$ cat src/rtl/ysyx_24070016_wbu_regfile_pkg.sv
// ysyx_24070016_wbu_regfile_pkg: shared widths, pending-entry type and halt states for the write-back unit
package ysyx_24070016_wbu_regfile_pkg;
    localparam int XLEN    = 32;
    localparam int NR_REGS = 32;
    localparam int AW      = 5;
    localparam int IW      = $clog2(NR_REGS);

    typedef struct packed {
        logic [AW-1:0]   rd;
        logic            wen;
        logic [XLEN-1:0] result;
        logic            ebreak;
    } pend_t;

    typedef enum logic {RUN, HALTED} halt_state_e;

    // x0 and addresses beyond the implemented register count never hold data
    function automatic logic reg_ok(input logic [AW-1:0] a);
        return (a != '0) && (int'(a) < NR_REGS);
    endfunction
endpackage

$ cat src/rtl/ysyx_24070016_wbu_regfile_if.sv
// ysyx_24070016_wbu_regfile_if: EXU result handshake and retire handshake bundle
interface ysyx_24070016_wbu_regfile_if;
    import ysyx_24070016_wbu_regfile_pkg::*;
    logic            in_valid;
    logic            in_ready;
    logic [AW-1:0]   in_rd;
    logic            in_wen;
    logic [XLEN-1:0] in_result;
    logic            in_ebreak;
    logic            retire_valid;
    logic            retire_ready;
    logic [AW-1:0]   retire_rd;
    logic [XLEN-1:0] retire_wdata;
    logic            retire_wen;

    modport master (
        output in_valid, in_rd, in_wen, in_result, in_ebreak, retire_ready,
        input  in_ready, retire_valid, retire_rd, retire_wdata, retire_wen
    );
    modport slave (
        input  in_valid, in_rd, in_wen, in_result, in_ebreak, retire_ready,
        output in_ready, retire_valid, retire_rd, retire_wdata, retire_wen
    );
endinterface

$ cat src/rtl/ysyx_24070016_gpr_array.sv
// ysyx_24070016_gpr_array: GPR storage with one write port and two async read ports, x0 reads zero
module ysyx_24070016_gpr_array
    import ysyx_24070016_wbu_regfile_pkg::*;
(
    input  logic            clk,
    input  logic            rst_n,
    input  logic            we,
    input  logic [AW-1:0]   waddr,
    input  logic [XLEN-1:0] wdata,
    input  logic [AW-1:0]   raddr1,
    output logic [XLEN-1:0] rdata1,
    input  logic [AW-1:0]   raddr2,
    output logic [XLEN-1:0] rdata2
);
    logic [XLEN-1:0] regs_q [NR_REGS];
    logic [XLEN-1:0] regs_d [NR_REGS];

    // next array contents: only a legal non-zero destination is ever written
    always_comb begin
        regs_d = regs_q;
        if (we && reg_ok(waddr)) regs_d[waddr[IW-1:0]] = wdata;
    end

    // storage, cleared asynchronously
    always_ff @(posedge clk or negedge rst_n) begin
        if (!rst_n) regs_q <= '{default: '0};
        else        regs_q <= regs_d;
    end

    assign rdata1 = reg_ok(raddr1) ? regs_q[raddr1[IW-1:0]] : '0;
    assign rdata2 = reg_ok(raddr2) ? regs_q[raddr2[IW-1:0]] : '0;
endmodule

$ cat src/rtl/ysyx_24070016_wbu_regfile.sv
// ysyx_24070016_wbu_regfile: 1-entry write-back stage committing EXU results to the GPRs, with operand forwarding and ebreak halt
module ysyx_24070016_wbu_regfile
    import ysyx_24070016_wbu_regfile_pkg::*;
(
    input  logic                                 clk,
    input  logic                                 rst_n,
    ysyx_24070016_wbu_regfile_if.slave           bus,
    input  logic [AW-1:0]                        rs1_addr,
    output logic [XLEN-1:0]                      rs1_data,
    input  logic [AW-1:0]                        rs2_addr,
    output logic [XLEN-1:0]                      rs2_data,
    output logic                                 halt,
    output logic [31:0]                          retire_cnt
);
    pend_t           pend_q, pend_d;
    logic            pend_valid_q, pend_valid_d;
    logic [31:0]     retire_cnt_q, retire_cnt_d;
    halt_state_e     state_q, state_d;
    logic            accept, retire;
    logic [XLEN-1:0] arr1, arr2;

    assign bus.in_ready     = rst_n && !halt && (!pend_valid_q || bus.retire_ready);
    assign accept           = bus.in_valid && bus.in_ready;
    assign retire           = pend_valid_q && bus.retire_ready;
    assign bus.retire_valid = pend_valid_q;
    assign bus.retire_rd    = pend_q.rd;
    assign bus.retire_wdata = pend_q.result;
    assign bus.retire_wen   = pend_q.wen;
    assign retire_cnt       = retire_cnt_q;

    // pending entry refill/drain and retirement counting
    always_comb begin
        pend_d       = accept ? '{rd: bus.in_rd, wen: bus.in_wen, result: bus.in_result, ebreak: bus.in_ebreak} : pend_q;
        pend_valid_d = accept || (pend_valid_q && !bus.retire_ready);
        retire_cnt_d = retire_cnt_q + {31'd0, retire};
    end

    // pending stage and counter registers
    always_ff @(posedge clk or negedge rst_n) begin
        if (!rst_n) begin
            pend_q       <= '0;
            pend_valid_q <= 1'b0;
            retire_cnt_q <= '0;
        end else begin
            pend_q       <= pend_d;
            pend_valid_q <= pend_valid_d;
            retire_cnt_q <= retire_cnt_d;
        end
    end

    // halt state register
    always_ff @(posedge clk or negedge rst_n) begin
        if (!rst_n) state_q <= RUN;
        else        state_q <= state_d;
    end

    // HALTED is entered when an ebreak retires and left only by reset
    always_comb begin
        state_d = (state_q == RUN && retire && pend_q.ebreak) ? HALTED : state_q;
    end

    // halt output decode
    always_comb begin
        halt = (state_q == HALTED);
    end

    ysyx_24070016_gpr_array u_gpr (
        .clk    (clk),
        .rst_n  (rst_n),
        .we     (retire && pend_q.wen),
        .waddr  (pend_q.rd),
        .wdata  (pend_q.result),
        .raddr1 (rs1_addr),
        .rdata1 (arr1),
        .raddr2 (rs2_addr),
        .rdata2 (arr2)
    );

    // read ports see the not-yet-committed pending result first
    always_comb begin
        rs1_data = !reg_ok(rs1_addr) ? '0 :
                   (pend_valid_q && pend_q.wen && pend_q.rd == rs1_addr) ? pend_q.result : arr1;
        rs2_data = !reg_ok(rs2_addr) ? '0 :
                   (pend_valid_q && pend_q.wen && pend_q.rd == rs2_addr) ? pend_q.result : arr2;
    end
endmodule

$ cat src/flat_wrapper.sv
// flat-port wrapper written by rule: the top's interface ports become plain ports
module ysyx_24070016_wbu_regfile_flat import ysyx_24070016_wbu_regfile_pkg::*;
  (clk, rst_n, rs1_addr, rs1_data, rs2_addr, rs2_data, halt, retire_cnt, bus_in_valid, bus_in_rd, bus_in_wen, bus_in_result, bus_in_ebreak, bus_retire_ready, bus_in_ready, bus_retire_valid, bus_retire_rd, bus_retire_wdata, bus_retire_wen);
  ysyx_24070016_wbu_regfile_if bus_i ();
  input  logic clk;
  input  logic rst_n;
  input  logic [AW-1:0] rs1_addr;
  output logic [XLEN-1:0] rs1_data;
  input  logic [AW-1:0] rs2_addr;
  output logic [XLEN-1:0] rs2_data;
  output logic halt;
  output logic [31:0] retire_cnt;
  input wire logic [$bits(bus_i.in_valid)-1:0] bus_in_valid;
  input wire logic [$bits(bus_i.in_rd)-1:0] bus_in_rd;
  input wire logic [$bits(bus_i.in_wen)-1:0] bus_in_wen;
  input wire logic [$bits(bus_i.in_result)-1:0] bus_in_result;
  input wire logic [$bits(bus_i.in_ebreak)-1:0] bus_in_ebreak;
  input wire logic [$bits(bus_i.retire_ready)-1:0] bus_retire_ready;
  output wire logic [$bits(bus_i.in_ready)-1:0] bus_in_ready;
  output wire logic [$bits(bus_i.retire_valid)-1:0] bus_retire_valid;
  output wire logic [$bits(bus_i.retire_rd)-1:0] bus_retire_rd;
  output wire logic [$bits(bus_i.retire_wdata)-1:0] bus_retire_wdata;
  output wire logic [$bits(bus_i.retire_wen)-1:0] bus_retire_wen;
  assign bus_i.in_valid = bus_in_valid;
  assign bus_i.in_rd = bus_in_rd;
  assign bus_i.in_wen = bus_in_wen;
  assign bus_i.in_result = bus_in_result;
  assign bus_i.in_ebreak = bus_in_ebreak;
  assign bus_i.retire_ready = bus_retire_ready;
  assign bus_in_ready = bus_i.in_ready;
  assign bus_retire_valid = bus_i.retire_valid;
  assign bus_retire_rd = bus_i.retire_rd;
  assign bus_retire_wdata = bus_i.retire_wdata;
  assign bus_retire_wen = bus_i.retire_wen;
  ysyx_24070016_wbu_regfile u_core (.clk(clk), .rst_n(rst_n), .bus(bus_i), .rs1_addr(rs1_addr), .rs1_data(rs1_data), .rs2_addr(rs2_addr), .rs2_data(rs2_data), .halt(halt), .retire_cnt(retire_cnt));
endmodule
$ cat config.mk
export PLATFORM = sky130hd
export DESIGN_NAME = ysyx_24070016_wbu_regfile_flat
export DESIGN_NICKNAME = d
export VERILOG_FILES = /design/src/rtl/ysyx_24070016_wbu_regfile_pkg.sv /design/src/rtl/ysyx_24070016_wbu_regfile_if.sv /design/src/rtl/ysyx_24070016_gpr_array.sv /design/src/rtl/ysyx_24070016_wbu_regfile.sv /design/src/flat_wrapper.sv
export SDC_FILE = /design/constraint.sdc
export NUM_CORES = 2
export LEC_CHECK = 0
export CAP_MARGIN = 5
export CORE_MARGIN = 3
export CORE_UTILIZATION = 69
export CTS_BUF_LIST = sky130_fd_sc_hd__clkbuf_4
export DETAILED_ROUTE_END_ITERATION = 16
export PLACE_DENSITY = 0.88
export SKIP_CTS_REPAIR_TIMING = 1
export SLEW_MARGIN = 20
export SYNTH_ARGS = -nofsm -noshare
export SYNTH_HDL_FRONTEND = slang
export SYNTH_HIERARCHICAL = 1
export SYNTH_SLANG_ARGS = --single-unit
export TNS_END_PERCENT = 100
$ cat constraint.sdc
create_clock -name clk -period 4.6 [get_ports clk]
set_input_delay 0.69 -clock clk [delete_from_list [all_inputs] [get_ports clk]]
set_output_delay 0.69 -clock clk [all_outputs]
set_load 0.02 [all_outputs]
Word-level counts from Yosys, hierarchy flattened
Cells that the tools add are included.
Widths: inputs -> output; s select.
Storage, ports and cells
  register bits: 1097
  logic and storage cells: 84
  output and inout bits: 137
  bits of input ports: 53
Cells by class
  bitwise operators: 4
  reductions and logical operators: 21
  equal/unequal tests: 2
  add/sub/neg operators: 1
  multiplexer cells: 13
  $lt $le $gt $ge: 4
Operators with widths (number)
  $bwmux 1024: 1
  $bmux 32 s5: 2
  $mux 32: 9
  $demux 32 s5: 1
  $add 32x1->32: 1
  $ge 6x6->1 const B: 3
  $not 5->6: 3
  $reduce_bool 5->1: 3
  $logic_and 1x1->1: 13
  $eq 5x5->1: 2
  $lt 6x1->1 const B: 1
  $logic_not 1->1: 3
  $logic_or 1x1->1: 2
  $not 1->1: 1

Longest topological paths before layout
  depth after elaboration: 6
  depth in mapped cells: 11
  depth with buffers taken out: 7

Cells and area by module
The synthesis kept the hierarchy.
By module, submodules not included
  ysyx_24070016_gpr_array: times used 1, area each 54018.1 µm², sequential area each 25624.6 µm², cells each 3517
  ysyx_24070016_wbu_regfile: times used 1, area each 4531.8 µm², sequential area each 1826.8 µm², cells each 498

Least setup slack after synthesis
Ideal clock, no wire load.
  path type: input to output
  start: in rs1_addr[0]
  end: out rs1_data[31]
  cell stages on the path: 8
  data arrival time: 2.557 ns
  data required time: 3.910 ns
  path slack: 1.353 ns
  path through: buf_2 buf_2 buf_2 mux4_2 a2111oi_0 nor3_1 o21ai_0 a21oi_1
Between the ends
  longest elaborated chain between the ends: 6
  elaborated cells on any way between the ends: 9
Ends and longest elaborated chain
  start, declared: line flat_wrapper.sv:7  | input logic [AW-1:0] rs1_addr;
  $not 5->6 (not written as such): line ysyx_24070016_gpr_array.sv:30  | assign rdata1 = reg_ok(raddr1) ? regs_q[raddr1[IW-1:0]] : '0;
  $bmux 32 s5: line ysyx_24070016_gpr_array.sv:30
  $mux 32 (not written as such) (2 in a row): line ysyx_24070016_gpr_array.sv:30
  via u_core.arr1[31]: line ysyx_24070016_wbu_regfile.sv:20  | logic [XLEN-1:0] arr1, arr2;
  $mux 32: line ysyx_24070016_wbu_regfile.sv:82  | (pend_valid_q && pend_q.wen && pend_q.rd == rs1_addr) ? pend_q.result : arr1;
  $mux 32: line ysyx_24070016_wbu_regfile.sv:81  | rs1_data = !reg_ok(rs1_addr) ? '0 :
  end, declared: line flat_wrapper.sv:8  | output logic [XLEN-1:0] rs1_data;
The timed path passes the listed nets, and every way through them passes these cells. The select of a mux whose other input is x is not followed.

Worst setup path in the final report
  start: in rs1_addr[3]
  end: out rs1_data[7]
The elaborated chain is that of the path after synthesis.

==> impl_metrics.py <==
metrics = {
    "clock_network": {
        "cts_buffer_depth": 4,
        "tritoncts_num_sinks": 1097,
        "cts_root_buf": "clkbuf_4",
        "clk_latency_ns": 1.20,
        "htree_levels": 5,
        "cts_buffers": 299,
        "cts_tree": "built",
        "path_clk_slew_ns": 0.07,
    },
    "setup_path": {
        "cp_cell_sequence": "clkdlybuf4s50_1, buf_4, buf_4, buf_4, nor2b_4, buf_4, buf_4, a211oi_1, nor3_1, o21ai_0, a21oi_1, clkdlybuf4s50_1",
        "crit_required_ns": 3.91,
        "cp.buffers_inverters": 7,
        "start_kind": "input pin",
        "critical_path_class": "input pin to output port",
        "cp_max_fo": 10,
        "worstPathArrival_ns": 4.02,
        "cp_common_cell": "buf_4",
        "critical_path.top_delay_family": "buffers and inverters",
        "setup.worst_path.end_class": "output port",
        "slowest_delay_ns": 0.65,
        "slowest_stage": "clkdlybuf4s50_1",
    },
    "route": {
        "drt_pass1_iterations": 8,
        "drt_wl_total_um": 186000,
        "antenna_left": 0,
        "vias": 42400,
        "drt_iter0_markers": 6301,
        "viasPerCell": 7.58,
        "drc": 0,
        "drt-wirelength-per-cell_um": 33.3,
    },
    "sta": {
        "timing.hold.ws_ns": 0.0337,
        "slew-limit-headroom_pct": 30.6,
        "period_minus_slack_ns": 4.71,
        "final.setup.tns_ns": -0.117,
        "setup_viol": 2,
        "worstMarginPinSlew_ns": 1.04,
        "max_freq_mhz": 212,
        "min_period_over_period_pct": 102,
        "slew_violations": 0,
        "hold_viol": 0,
        "fin_ws_ns": -0.114,
        "finClkSkew_ns": 0.0977,
    },
    "hold_path": {
        "holdCritPathClass": "input pin to asynchronous set/reset pin",
    },
    "outcome": {
        "violations": "negative setup slack",
        "status": "finished, violations left",
    },
    "global_route": {
        "grt_pass1_vias": 44100,
        "gr-usage-all-layers_pct": 42.0,
        "grt_pass1_wl_um": 275000,
        "grt_max_degree": 163,
        "grt_overflow": 0,
        "antenna_found_initial": 5,
    },
    "synthesis": {
        "synth_edf_count": 0,
        "synthMostInstantiatedCell": "dfrtp_1",
        "synthArstFlopShare_pct": 100,
        "synth_area_um2": 58500,
        "avgSynthCellArea_um2": 14.6,
        "syn_nets": 4071,
        "synth-seq-area-share_pct": 46.9,
        "ys.flop_type": "dfrtp_1",
        "synth_top_cells_by_count": "dfrtp_1, mux2_2, mux4_2",
        "synth_top_area_share_pct": 46.9,
        "synth_top_area_cell": "dfrtp_1",
        "synth_cell_types": 57,
        "ys_ff_latch": 1097,
        "yosysWarnings": 6,
        "netlist_instances": 4015,
        "ys_top_cells_by_area": "dfrtp_1, mux2_2, mux4_2",
    },
    "finish": {
        "drive_gt1_share_pct": 49.9,
        "fillers": 4437,
        "nNetsFinal": 4336,
        "syn_to_final_growth_pct": 12.7,
    },
    "run": {
        "drv_cap": 0,
    },
    "floorplan": {
        "core_um2": 83800,
        "die_height_um": 297,
        "die_w_um": 297,
        "die-area_um2": 88400,
        "io_pins": 190,
        "initial_core_util_pct": 69.9,
        "rows": 106,
    },
    "pwr": {
        "p_leak_nw": 30.7,
        "cellPowerDensity_nw_per_um2": 446,
        "p_total_mw": 29.4,
        "irDropWorstVdd_uv": 514,
    },
    "placement": {
        "io_buffers": 189,
        "dp_hpwl_um": 118000,
        "gp_routability_congestion": 0.942,
    },
}
-- cell families after synthesis --
kind of cell,count (synthesis),share of synthesized area (%)
adders and majority gates,3,0.0641
DFF,1097,46.9
xor gates and xnor gates,40,0.598
and+or+nand+nor,298,2.78
buffers and inverters,498,4.02
AOI/OAI and AO/OA,393,4.54
muxes,1686,41.1
-- worst reg2reg max path: cells and delay by family (launching register included) --
family,cells,cell delay (ns)
AND/OR/NAND/NOR,4,1.87
buffers and inverters,1,0.33
flip-flops,1,0.57
multiplexers,1,0.39
-- metrics by stage --
step / util [%] / area (µm²) / worst slack (ns) / instances
CTS: 78.4 / 65700 / -0.235 / 5585
finish: 78.7 / 66000 / -0.114 / 5599
detailed placement: 74.2 / 62200 / -0.147 / 5102
global placement: 74.2 / 62200 / -0.0911 / 5101
floorplan: - / 58500 / 1.35 / 4015
global route: 78.7 / 66000 / -0.00285 / 5597
-- layer usage --
layer | global-route usage (%) | vias up | part of all wire, % | wire length, µm
met5 | 0 | - | 0.034 | 63
met4 | 27.1 | 2 | 7.6 | 14200
met3 | 16.5 | 1020 | 15 | 27600
met2 | 60.4 | 3729 | 44 | 81300
met1 | 53.7 | 21600 | 34 | 63200
li1 | - | 16100 | - | -
-- worst paths after layout --
check	startpoint	endpoint	slack [ns]	cells past startpoint
setup / recovery	rs1_addr[3]	rs1_data[7]	-0.11	12
hold / removal	rst_n	u_core/u_gpr/regs_q[325]$_DFFE_PN0P_	0.03	2
setup reg to reg	u_core/bus.retire_valid$_DFF_PN0_	u_core/u_gpr/regs_q[111]$_DFFE_PN0P_	1.34	6
hold reg to reg	u_core/u_gpr/regs_q[994]$_DFFE_PN0P_	u_core/u_gpr/regs_q[994]$_DFFE_PN0P_	0.40	0
max in group asynchronous	rst_n	u_core/u_gpr/regs_q[952]$_DFFE_PN0P_	2.53	4
min in group clk	bus_in_result[0]	u_core/bus.retire_wdata[0]$_DFFE_PN0P_	0.11	2
-- final cells by class --
cell class	instances	area [µm²]	area share (%)
multi-input combinational	2420	29100	44.1
sequential	1097	27500	41.6
timing repair buffer	458	4500	6.82
clock buffer	421	3160	4.79
tap	1134	1420	2.15
clock inverter	62	295	0.448
inverter	4	15.0	0.0228
antenna	3	7.51	0.0114
-- cells in the final DEF, fill, tap and decap left out, types with 69 or more instances in the layout --
master and instances:
a21oi_1 69, buf_4 225, clkbuf_4 421, clkdlybuf4s50_1 172, dfrtp_1 1086, mux2_1 103
mux2_2 960, mux2i_1 154, mux4_2 469, nand3_1 83, o22ai_1 70
-- flip-flops by register name (all words and copies together) (netlist names) --
name,flops
u_core/retire_cnt,32
u_core/halt,1
u_core/bus.retire_wdata,32
u_core/pend_q,1
u_core/u_gpr/regs_q,1024
u_core/bus.retire_rd,5
u_core/bus.retire_valid,1
u_core/bus.retire_wen,1
-- power by group --
part           internal (mW)  switching, mW
clock network           4.29           4.10
logic                   3.73           3.70
registers               11.4           2.24
No activity file was read; power rests on OpenSTA's default activity.
